File: src/rtl/pc_ctrl_pkg.sv
// Shared types and default parameters for the fetch-side PC controller.
// Imported by the PC sequencer and its testbench.
package pc_ctrl_pkg;

    localparam int PC_W         = 8;
    localparam int IMM_W        = 16;
    localparam int FLUSH_CYCLES = 2;

    typedef logic [PC_W-1:0] pc_t;

    localparam pc_t RESET_PC = 8'h00;

    typedef enum logic [1:0] {
        RUN   = 2'b00,
        FLUSH = 2'b01,
        HALT  = 2'b10
    } pc_state_t;

endpackage

File: src/rtl/Branch_Target_Calculator.sv
// Branch target adder: program counter plus sign-extended immediate,
// wrapped to the PC width.
module Branch_Target_Calculator #(
    parameter int PC_W  = 8,
    parameter int IMM_W = 16
) (
    input  logic [IMM_W-1:0] immediate,
    input  logic [PC_W-1:0]  program_counter,
    output logic [PC_W-1:0]  BT
);

    // Sign-extend or truncate the immediate to PC width, then add modulo 2^PC_W
    assign BT = program_counter + PC_W'($signed(immediate));

endmodule

File: src/rtl/pc_sequencer.sv
// Program-counter controller: increment, stall, redirect with flush
// bubbles, halt, and a saturating count of taken redirects.
module pc_sequencer #(
    parameter int              PC_W         = pc_ctrl_pkg::PC_W,
    parameter int              IMM_W        = pc_ctrl_pkg::IMM_W,
    parameter logic [PC_W-1:0] RESET_PC     = pc_ctrl_pkg::RESET_PC,
    parameter int              FLUSH_CYCLES = pc_ctrl_pkg::FLUSH_CYCLES
) (
    input  logic             clk,
    input  logic             rst_n,
    input  logic             stall,
    input  logic             branch_valid,
    input  logic             branch_taken,
    input  logic [PC_W-1:0]  branch_pc,
    input  logic [IMM_W-1:0] branch_imm,
    input  logic             jump_valid,
    input  logic [PC_W-1:0]  jump_addr,
    input  logic             halt_req,
    output logic [PC_W-1:0]  pc,
    output logic             fetch_valid,
    output logic             flush,
    output logic             redirect,
    output logic [7:0]       taken_count
);

    import pc_ctrl_pkg::*;

    localparam logic [2:0] CNT_LOAD = 3'(FLUSH_CYCLES - 1);

    pc_state_t       state_q, state_d;
    logic [PC_W-1:0] pc_q, pc_d;
    logic [2:0]      cnt_q, cnt_d;
    logic            redir_q, redir_d;
    logic [7:0]      taken_q, taken_d;
    logic [PC_W-1:0] bt;

    Branch_Target_Calculator #(
        .PC_W  (PC_W),
        .IMM_W (IMM_W)
    ) u_btc (
        .immediate       (branch_imm),
        .program_counter (branch_pc),
        .BT              (bt)
    );

    // Next-state, next-PC, flush counter and redirect counter
    always_comb begin
        state_d = state_q;
        pc_d    = pc_q;
        cnt_d   = cnt_q;
        redir_d = 1'b0;
        taken_d = taken_q;
        unique case (state_q)
            RUN: begin
                if (branch_valid && branch_taken) begin
                    pc_d    = bt;
                    state_d = FLUSH;
                    cnt_d   = CNT_LOAD;
                    redir_d = 1'b1;
                    if (taken_q != 8'hFF) taken_d = taken_q + 8'd1;
                end else if (jump_valid) begin
                    pc_d    = jump_addr;
                    state_d = FLUSH;
                    cnt_d   = CNT_LOAD;
                    redir_d = 1'b1;
                    if (taken_q != 8'hFF) taken_d = taken_q + 8'd1;
                end else if (halt_req) begin
                    state_d = HALT;
                end else if (!stall) begin
                    pc_d = pc_q + 1'b1;
                end
            end
            FLUSH: begin
                cnt_d = cnt_q - 3'd1;
                if (cnt_q == 3'd0) state_d = RUN;
            end
            HALT: begin
                state_d = HALT;
            end
            default: begin
                state_d = RUN;
            end
        endcase
    end

    // State and datapath registers, asynchronously reset
    always_ff @(posedge clk or negedge rst_n) begin
        if (!rst_n) begin
            state_q <= RUN;
            pc_q    <= RESET_PC;
            cnt_q   <= 3'd0;
            redir_q <= 1'b0;
            taken_q <= 8'd0;
        end else begin
            state_q <= state_d;
            pc_q    <= pc_d;
            cnt_q   <= cnt_d;
            redir_q <= redir_d;
            taken_q <= taken_d;
        end
    end

    assign pc          = pc_q;
    assign redirect    = redir_q;
    assign taken_count = taken_q;
    assign fetch_valid = (state_q == RUN);
    assign flush       = (state_q == FLUSH);

endmodule
File: config.mk
export PLATFORM = sky130hd
export DESIGN_NAME = pc_sequencer
export DESIGN_NICKNAME = d
export VERILOG_FILES = /design/src/rtl/pc_ctrl_pkg.sv /design/src/rtl/Branch_Target_Calculator.sv /design/src/rtl/pc_sequencer.sv
export SDC_FILE = /design/constraint.sdc
export NUM_CORES = 1
export LEC_CHECK = 0
export CAP_MARGIN = 20
export CORE_UTILIZATION = 35
export DETAILED_ROUTE_END_ITERATION = 16
export GPL_TIMING_DRIVEN = 0
export HOLD_SLACK_MARGIN = 0.1
export PLACE_DENSITY_LB_ADDON = 0.2
export SYNTH_ARGS = -nofsm -noshare
export SYNTH_HDL_FRONTEND = slang
export SYNTH_SLANG_ARGS = --single-unit
export TNS_END_PERCENT = 20
File: constraint.sdc
create_clock -name clk -period 1.75 [get_ports clk]
set_clock_uncertainty 0.05 [all_clocks]
set_input_delay 0.2625 -clock clk [delete_from_list [all_inputs] [get_ports clk]]
set_output_delay 0.2625 -clock clk [all_outputs]
set_load 0.02 [all_outputs]
==> results of run 1 <==
==> final timing paths <==
check	startpoint	cells past startpoint	slack, ps	end
setup / recovery	pc[2]	1	50	pc[2]
hold / removal	rst_n	1	160	pc[3]
setup reg to reg	taken_count[4]	4	110	taken_count[1]
hold reg to reg	cnt_q[2]	2	470	cnt_q[2]
max in group asynchronous	rst_n	2	1110	state_q[0]
min in group clk	jump_valid	3	360	cnt_q[0]
==> registers in the layout, indices dropped and copies added (netlist names) <==
signal	flops
state_q	2
pc	8
taken_count	8
cnt_q	3
redirect	1
==> cell usage in the layout, fill, tap and decap left out, types with 2 or more instances in the layout <==
cell and n:
sky130_fd_sc_hd__inv_2 2, sky130_fd_sc_hd__a21oi_1 14, sky130_fd_sc_hd__xor2_1 4, sky130_fd_sc_hd__o211ai_1 3, sky130_fd_sc_hd__buf_4 4, sky130_fd_sc_hd__ha_4 3, sky130_fd_sc_hd__dlymetal6s2s_1 10, sky130_fd_sc_hd__mux2_2 3
sky130_fd_sc_hd__inv_1 10, sky130_fd_sc_hd__xnor2_1 9, sky130_fd_sc_hd__nor2b_1 2, sky130_fd_sc_hd__nand2b_1 3, sky130_fd_sc_hd__o22ai_1 2, sky130_fd_sc_hd__nand2_1 21, sky130_fd_sc_hd__ha_1 7, sky130_fd_sc_hd__o21ai_0 13
sky130_fd_sc_hd__dlygate4sd2_1 2, sky130_fd_sc_hd__dfrtp_1 20, sky130_fd_sc_hd__nand3_1 9, sky130_fd_sc_hd__buf_2 2, sky130_fd_sc_hd__nor2_1 16, sky130_fd_sc_hd__and3_1 6, sky130_fd_sc_hd__dfrtp_2 2, sky130_fd_sc_hd__o211a_1 2
sky130_fd_sc_hd__clkdlybuf4s50_1 36, sky130_fd_sc_hd__clkbuf_8 4, sky130_fd_sc_hd__a31oi_1 5
==> report_power, final <==
group          internal (uW)  total (uW)  switching [uW]
Sequential               733         991             258
Clock                    201         372             171
Combinational            807        1620             812
==> per-layer routing <==
layer	up-vias	part of all wire (%)	global-route usage, %
met5	-	0	0
met1	687	48	21.2
met2	39	46	24.7
met4	0	1.1	2.72
li1	760	-	-
met3	6	5.5	3.78
==> final cells by class <==
type | count | area (sq um)
flip-flops and latches | 22 | 553
plain buffers | 4 | 21.3
well taps | 52 | 65.1
clock buffers | 4 | 55.1
inverters | 12 | 45.0
repair buffers | 52 | 553
fillers | 401 | 2020
multi-input cells | 145 | 1040
==> what timing repair did <==
item / 4_1_cts / 5_1_grt
pin swaps: 2 / 11
setup buffers: 0 / 3
setup endpoints to repair: 7 / 10
resized for setup: 6 / 21
==> cells by family after synthesis <==
kind of cell	after synthesis	share of synthesized area, %
buf+inv	16	4.16
xor+xnor	13	7.15
compound gates	47	19.2
flops	22	34.6
mux	5	3.77
fa+ha+maj	12	9.90
simple gates	68	21.2
==> per-stage QoR <==
| stage | setup TNS [ps] | setup WS [ps] | hold slack, ps | total power, uW |
|---|---|---|---|---|
| 2_1_floorplan | 0 | 93.0 | -83.1 | 1930 |
| 3_3_place_gp | -3030 | -577 | 439 | 2560 |
| 3_5_place_dp | -3320 | -616 | 451 | 2600 |
| 4_1_cts | -498 | -172 | 342 | 2960 |
| 5_1_grt | -10.4 | -10.4 | 156 | 3200 |
| 6_report | 0 | 53.5 | 160 | 2980 |
==> flow_metrics.py, run 1 <==
metrics = {
    "routing": {
        "drt_first_pass_iters": 4,
        "postRouteAntennaNets": 0,
        "route.detailed.vias_per_inst": 5.13,
        "initialDrtViolationCount": 126,
        "drc_violations_left": 0,
        "drt-total-wl_um": 3760,
        "total_via_count_after_detailed_routing": 1492,
        "wire_per_inst_um": 12.9,
    },
    "sta": {
        "timing_max_transition_violations_final": 0,
        "fmaxAchievable_mhz": 589,
        "worst_pin_slew_ps": 413,
        "period_needed_ps": 1700,
        "rsz0062_at_grt": "yes",
        "fin_crit_sh_pct": 96.9,
        "report.final.setup_viol": 0,
        "slew_headroom_pct": 72.1,
        "count_of_endpoints_failing_hold_in_the_final_timing_report": 0,
    },
    "finish": {
        "nNetsFinal": 291,
        "final_util_pct": 53.7,
        "layout.cell_area.non_filler_sq_um": 2340,
        "antenna_cells_inserted": 0,
        "drive_gt1_share_pct": 13.4,
        "stdcell_count": 291,
        "synthToLayoutAreaGrowth_pct": 46.7,
    },
    "yosys": {
        "syn_warnings": 0,
        "synthesis.instances": 183,
        "synth_top_cells_by_count": "22 x sky130_fd_sc_hd__dfrtp_1, 21 x sky130_fd_sc_hd__nand2_1, 16 x sky130_fd_sc_hd__nor2_1",
        "asyncSetResetFlopFracSynth_pct": 100,
        "synth.area.top_cells": "sky130_fd_sc_hd__dfrtp_1 35%, sky130_fd_sc_hd__ha_1 8.6%, sky130_fd_sc_hd__nand2_1 4.9%",
        "synth.net_count": 234,
        "post-synth-top-count-cell": "sky130_fd_sc_hd__dfrtp_1",
        "post_synth_edffs": 0,
        "synth.top_cell.area_share_pct": 34.6,
        "yosys_register_bits": 22,
        "postSynth.topFlopCell": "sky130_fd_sc_hd__dfrtp_1",
        "synth.largest_area_cell": "sky130_fd_sc_hd__dfrtp_1",
        "ys_seq_area_share_pct": 34.6,
        "synth_area_per_cell_sq_um": 8.70,
        "syn_area_sq_um": 1590,
        "post_synth_num_cell_types": 40,
    },
    "floorplan": {
        "core_area_sq_um": 4350,
        "start_util_pct": 36.6,
        "rows": 24,
        "top_level_ports": 58,
        "dieArea_sq_um": 4820,
        "die-height_um": 69.5,
        "overall_die_width_um": 69.5,
    },
    "flow_run": {
        "cap_viol_max_count": 0,
    },
    "critical_path": {
        "path_cells": "clkdlybuf4s50_1",
        "cpPeakStageDelay_ps": 650,
        "endpoint_kind": "primary output",
        "cp_num_buf_inv": 1,
        "critPathLaunchType": "flip-flop",
        "type_of_the_setup_path_with_the_least_slack": "reg -> out",
        "cp_data_required_time_ps": 1440,
        "timing.critical_path.max_delay_family": "buffers and inverters",
        "critical_path_arrival_ps": 1380,
        "critPathMaxFanout": 6,
        "slowest_stage": "sky130_fd_sc_hd__clkdlybuf4s50_1",
    },
    "global_route": {
        "number_of_antenna_violations_at_the_first_check_in_global_routing": 0,
        "number_of_global_route_vias_before_repair": 1352,
        "grt_remaining_overflow": 0,
        "global_route_wire_length_before_repair_um": 6000,
        "globalRouteTotalUtil_pct": 15.4,
        "pin_count_of_the_biggest_net_entering_global_routing": 23,
    },
    "pwr": {
        "power.static_leakage_uw": 0.00108,
        "power_per_cell_area_nw_per_um2": 1280,
        "ir_worst_vdd_uv": 878,
    },
    "clocking": {
        "clkSinkCount": 22,
        "h_tree_level_count": 1,
        "cts.clk_slew.worst_paths_ps": 80,
        "tritoncts": "built",
        "clk-insertion-delay-late_ps": 270,
        "tritoncts.num_buffers": 3,
        "clock_tree.buffer_depth": 2,
        "cts.hold.buffers_added": 0,
        "cts_root_buf": "sky130_fd_sc_hd__clkbuf_8",
    },
    "place": {
        "place.detailed.hpwl_um": 2790,
        "portBuffers": 48,
        "place.detailed.instances": 283,
        "placedInstanceArea_sq_um": 2140,
        "routability_congestion_estimate_from_global_placement": 0.804,
    },
    "worst_hold_path": {
        "hp-class": "in -> async",
    },
    "outcome": {
        "status": "complete, no violations",
    },
}
No activity file was read; power rests on OpenSTA's default activity.
==> inputs of run 2 (changes only) <==
--- a/config.mk
+++ b/config.mk
@@ -6,7 +6,7 @@
 export NUM_CORES = 1
 export LEC_CHECK = 0
 export CAP_MARGIN = 20
-export CORE_UTILIZATION = 35
+export CORE_UTILIZATION = 45
 export DETAILED_ROUTE_END_ITERATION = 16
 export GPL_TIMING_DRIVEN = 0
 export HOLD_SLACK_MARGIN = 0.1
==> run 2 against run 1 <==
First-iteration DRC count fell by 27%. Hold slack improved by 18 ps. Total power fell by 6.3%. Flip-flop and latch count did not move. Clock power fell by 37%. Sequential power fell by 1%. Cell count fell by 3.4%. Critical path type is now in -> reg. Utilization rose by 14 points. Largest power group unchanged. Via count fell by 1.1%. Sequential share of layout area rose by 0.58 points. Non-clock buffer count fell by 3.
==> flow_metrics.py, run 2 (synthesized netlist as in run 1, its figures left out) <==
metrics = {
    "outcome": {
        "status": "complete, no violations",
    },
    "pwr": {
        "p_int_uw": 1590,
        "power.share.sequential_pct": 35.0,
        "power_per_cell_area_nw_per_um2": 1220,
        "switching_share_pct": 43.2,
        "power.static_leakage_uw": 0.00111,
        "total_power_uw": 2790,
        "share_comb_of_total_power_pct": 56.6,
        "switching_power_uw": 1210,
        "ir_worst_vdd_uv": 784,
        "pwr-share-clk_pct": 8.4,
    },
    "routing": {
        "wire_per_inst_um": 13.0,
        "total_via_count_after_detailed_routing": 1475,
        "initialDrtViolationCount": 92,
        "route.detailed.vias_per_inst": 5.25,
        "postRouteAntennaNets": 0,
        "drt-total-wl_um": 3660,
        "drt_first_pass_iters": 4,
        "drc_violations_left": 0,
    },
    "clocking": {
        "tritoncts": "built",
        "h_tree_level_count": 1,
        "post_cts_buffers": 0,
        "cts.hold.buffers_added": 0,
        "cts.clk_slew.worst_paths_ps": 120,
        "clk-insertion-delay-late_ps": 310,
        "clock_tree.buffer_depth": 2,
        "tritoncts.num_buffers": 3,
        "clkSinkCount": 22,
        "cts_root_buf": "sky130_fd_sc_hd__clkbuf_4",
    },
    "place": {
        "portBuffers": 48,
        "place.detailed.hpwl_um": 2630,
        "routability_congestion_estimate_from_global_placement": 0.797,
        "placedInstanceArea_sq_um": 2130,
    },
    "critical_path": {
        "worst_r2r_startpoint": "taken_count[4]",
        "critPathLaunchType": "primary input",
        "endpoint_kind": "flip-flop",
        "cp_data_required_time_ps": 1900,
        "critPathMaxFanout": 4,
        "crit_path_start": "branch_pc[3]",
        "critical_path_arrival_ps": 1860,
        "type_of_the_setup_path_with_the_least_slack": "in -> reg",
    },
    "finish": {
        "synthToLayoutAreaGrowth_pct": 43.2,
        "layout_commonest_cell": "sky130_fd_sc_hd__clkdlybuf4s50_1",
        "layout_common_cells": "30 x sky130_fd_sc_hd__clkdlybuf4s50_1, 21 x sky130_fd_sc_hd__nand2_1, 20 x sky130_fd_sc_hd__dfrtp_1",
        "layout.cell_area.non_filler_sq_um": 2280,
        "final_util_pct": 67.8,
        "antenna_cells_inserted": 0,
        "drive_gt1_share_pct": 11.5,
        "nNetsFinal": 288,
    },
    "floorplan": {
        "top_level_ports": 58,
        "core_area_sq_um": 3360,
        "start_util_pct": 47.4,
        "rows": 21,
        "overall_die_width_um": 61.5,
        "die-height_um": 61.5,
        "dieArea_sq_um": 3780,
    },
    "global_route": {
        "number_of_antenna_violations_at_the_first_check_in_global_routing": 0,
        "grt_remaining_overflow": 0,
        "globalRouteTotalUtil_pct": 20.3,
        "global_route_wire_length_before_repair_um": 5680,
        "pin_count_of_the_biggest_net_entering_global_routing": 23,
        "number_of_global_route_vias_before_repair": 1268,
    },
    "sta": {
        "worst_pin_slew_ps": 426,
        "fin_tns_setup_ps": 0,
        "fin_crit_sh_pct": 97.7,
        "report.final.setup_viol": 0,
        "fmaxAchievable_mhz": 585,
        "period_needed_ps": 1710,
        "count_of_endpoints_failing_hold_in_the_final_timing_report": 0,
        "timing_max_transition_violations_final": 0,
        "rsz0062_at_grt": "yes",
        "slew_headroom_pct": 71.6,
    },
    "flow_run": {
        "cap_viol_max_count": 0,
    },
    "worst_hold_path": {
        "hp-class": "in -> async",
    },
}
[run 2: layout make-up]
type | instances | area (sq um)
plain buffers | 4 | 21.3
clock buffers | 3 | 22.5
flip-flops and latches | 22 | 553
well taps | 46 | 57.6
repair buffers | 49 | 542
multi-input cells | 145 | 1040
fillers | 301 | 1080
inverters | 12 | 45.0
[run 2: power by group through the flow]
| stage | Sequential [uW] | Clock (uW) | Combinational [uW] |
|---|---|---|---|
| after floorplan | 1150 | 0 | 787 |
| after global placement | 984 | 0 | 1560 |
| after detailed placement | 988 | 0 | 1590 |
| after CTS | 975 | 243 | 1570 |
| after global routing | 1020 | 264 | 1750 |
| final | 978 | 234 | 1580 |
[run 2: per-stage QoR]
stage / worst slack, ps / hold WS [ps] / instances
floorplan: 93.0 / -83.1 / 183
global placement: -521 / 447 / 277
detailed placement: -578 / 453 / 277
CTS: -109 / 304 / 280
global route: -17.4 / 174 / 281
finish: 39.6 / 178 / 281
[run 2: worst paths after layout]
path                            slack (ps)             end  cells past startpoint
min in group clk                       310        cnt_q[0]                      3
worst max register to register          80  taken_count[1]                      4
worst max-delay path                    40           pc[6]                      7
worst min register to register         480        cnt_q[1]                      2
worst min-delay path                   180  taken_count[3]                      1
max in group asynchronous             1040      state_q[0]                      2
[run 2: worst max-delay path: stages]
cell and delay (ps):
sky130_fd_sc_hd__clkdlybuf4s50_1 510, sky130_fd_sc_hd__ha_4 230, sky130_fd_sc_hd__o21ai_0 330, sky130_fd_sc_hd__a21oi_4 60, sky130_fd_sc_hd__and4b_1 180, sky130_fd_sc_hd__nor3_1 180
sky130_fd_sc_hd__a31oi_1 100
[run 2: per-layer routing]
layer | track usage [%] | share of wire (%)
met1 | 27.6 | 48
met3 | 4.41 | 4.2
met5 | 0 | 0
met2 | 33.5 | 47
met4 | 3.81 | 0.38
[run 2: repair_timing]
item | 4_1_cts | 5_1_grt
endpoints found under the setup margin | 7 | 16
gates resized for setup | 7 | 23
pin swaps | 0 | 10
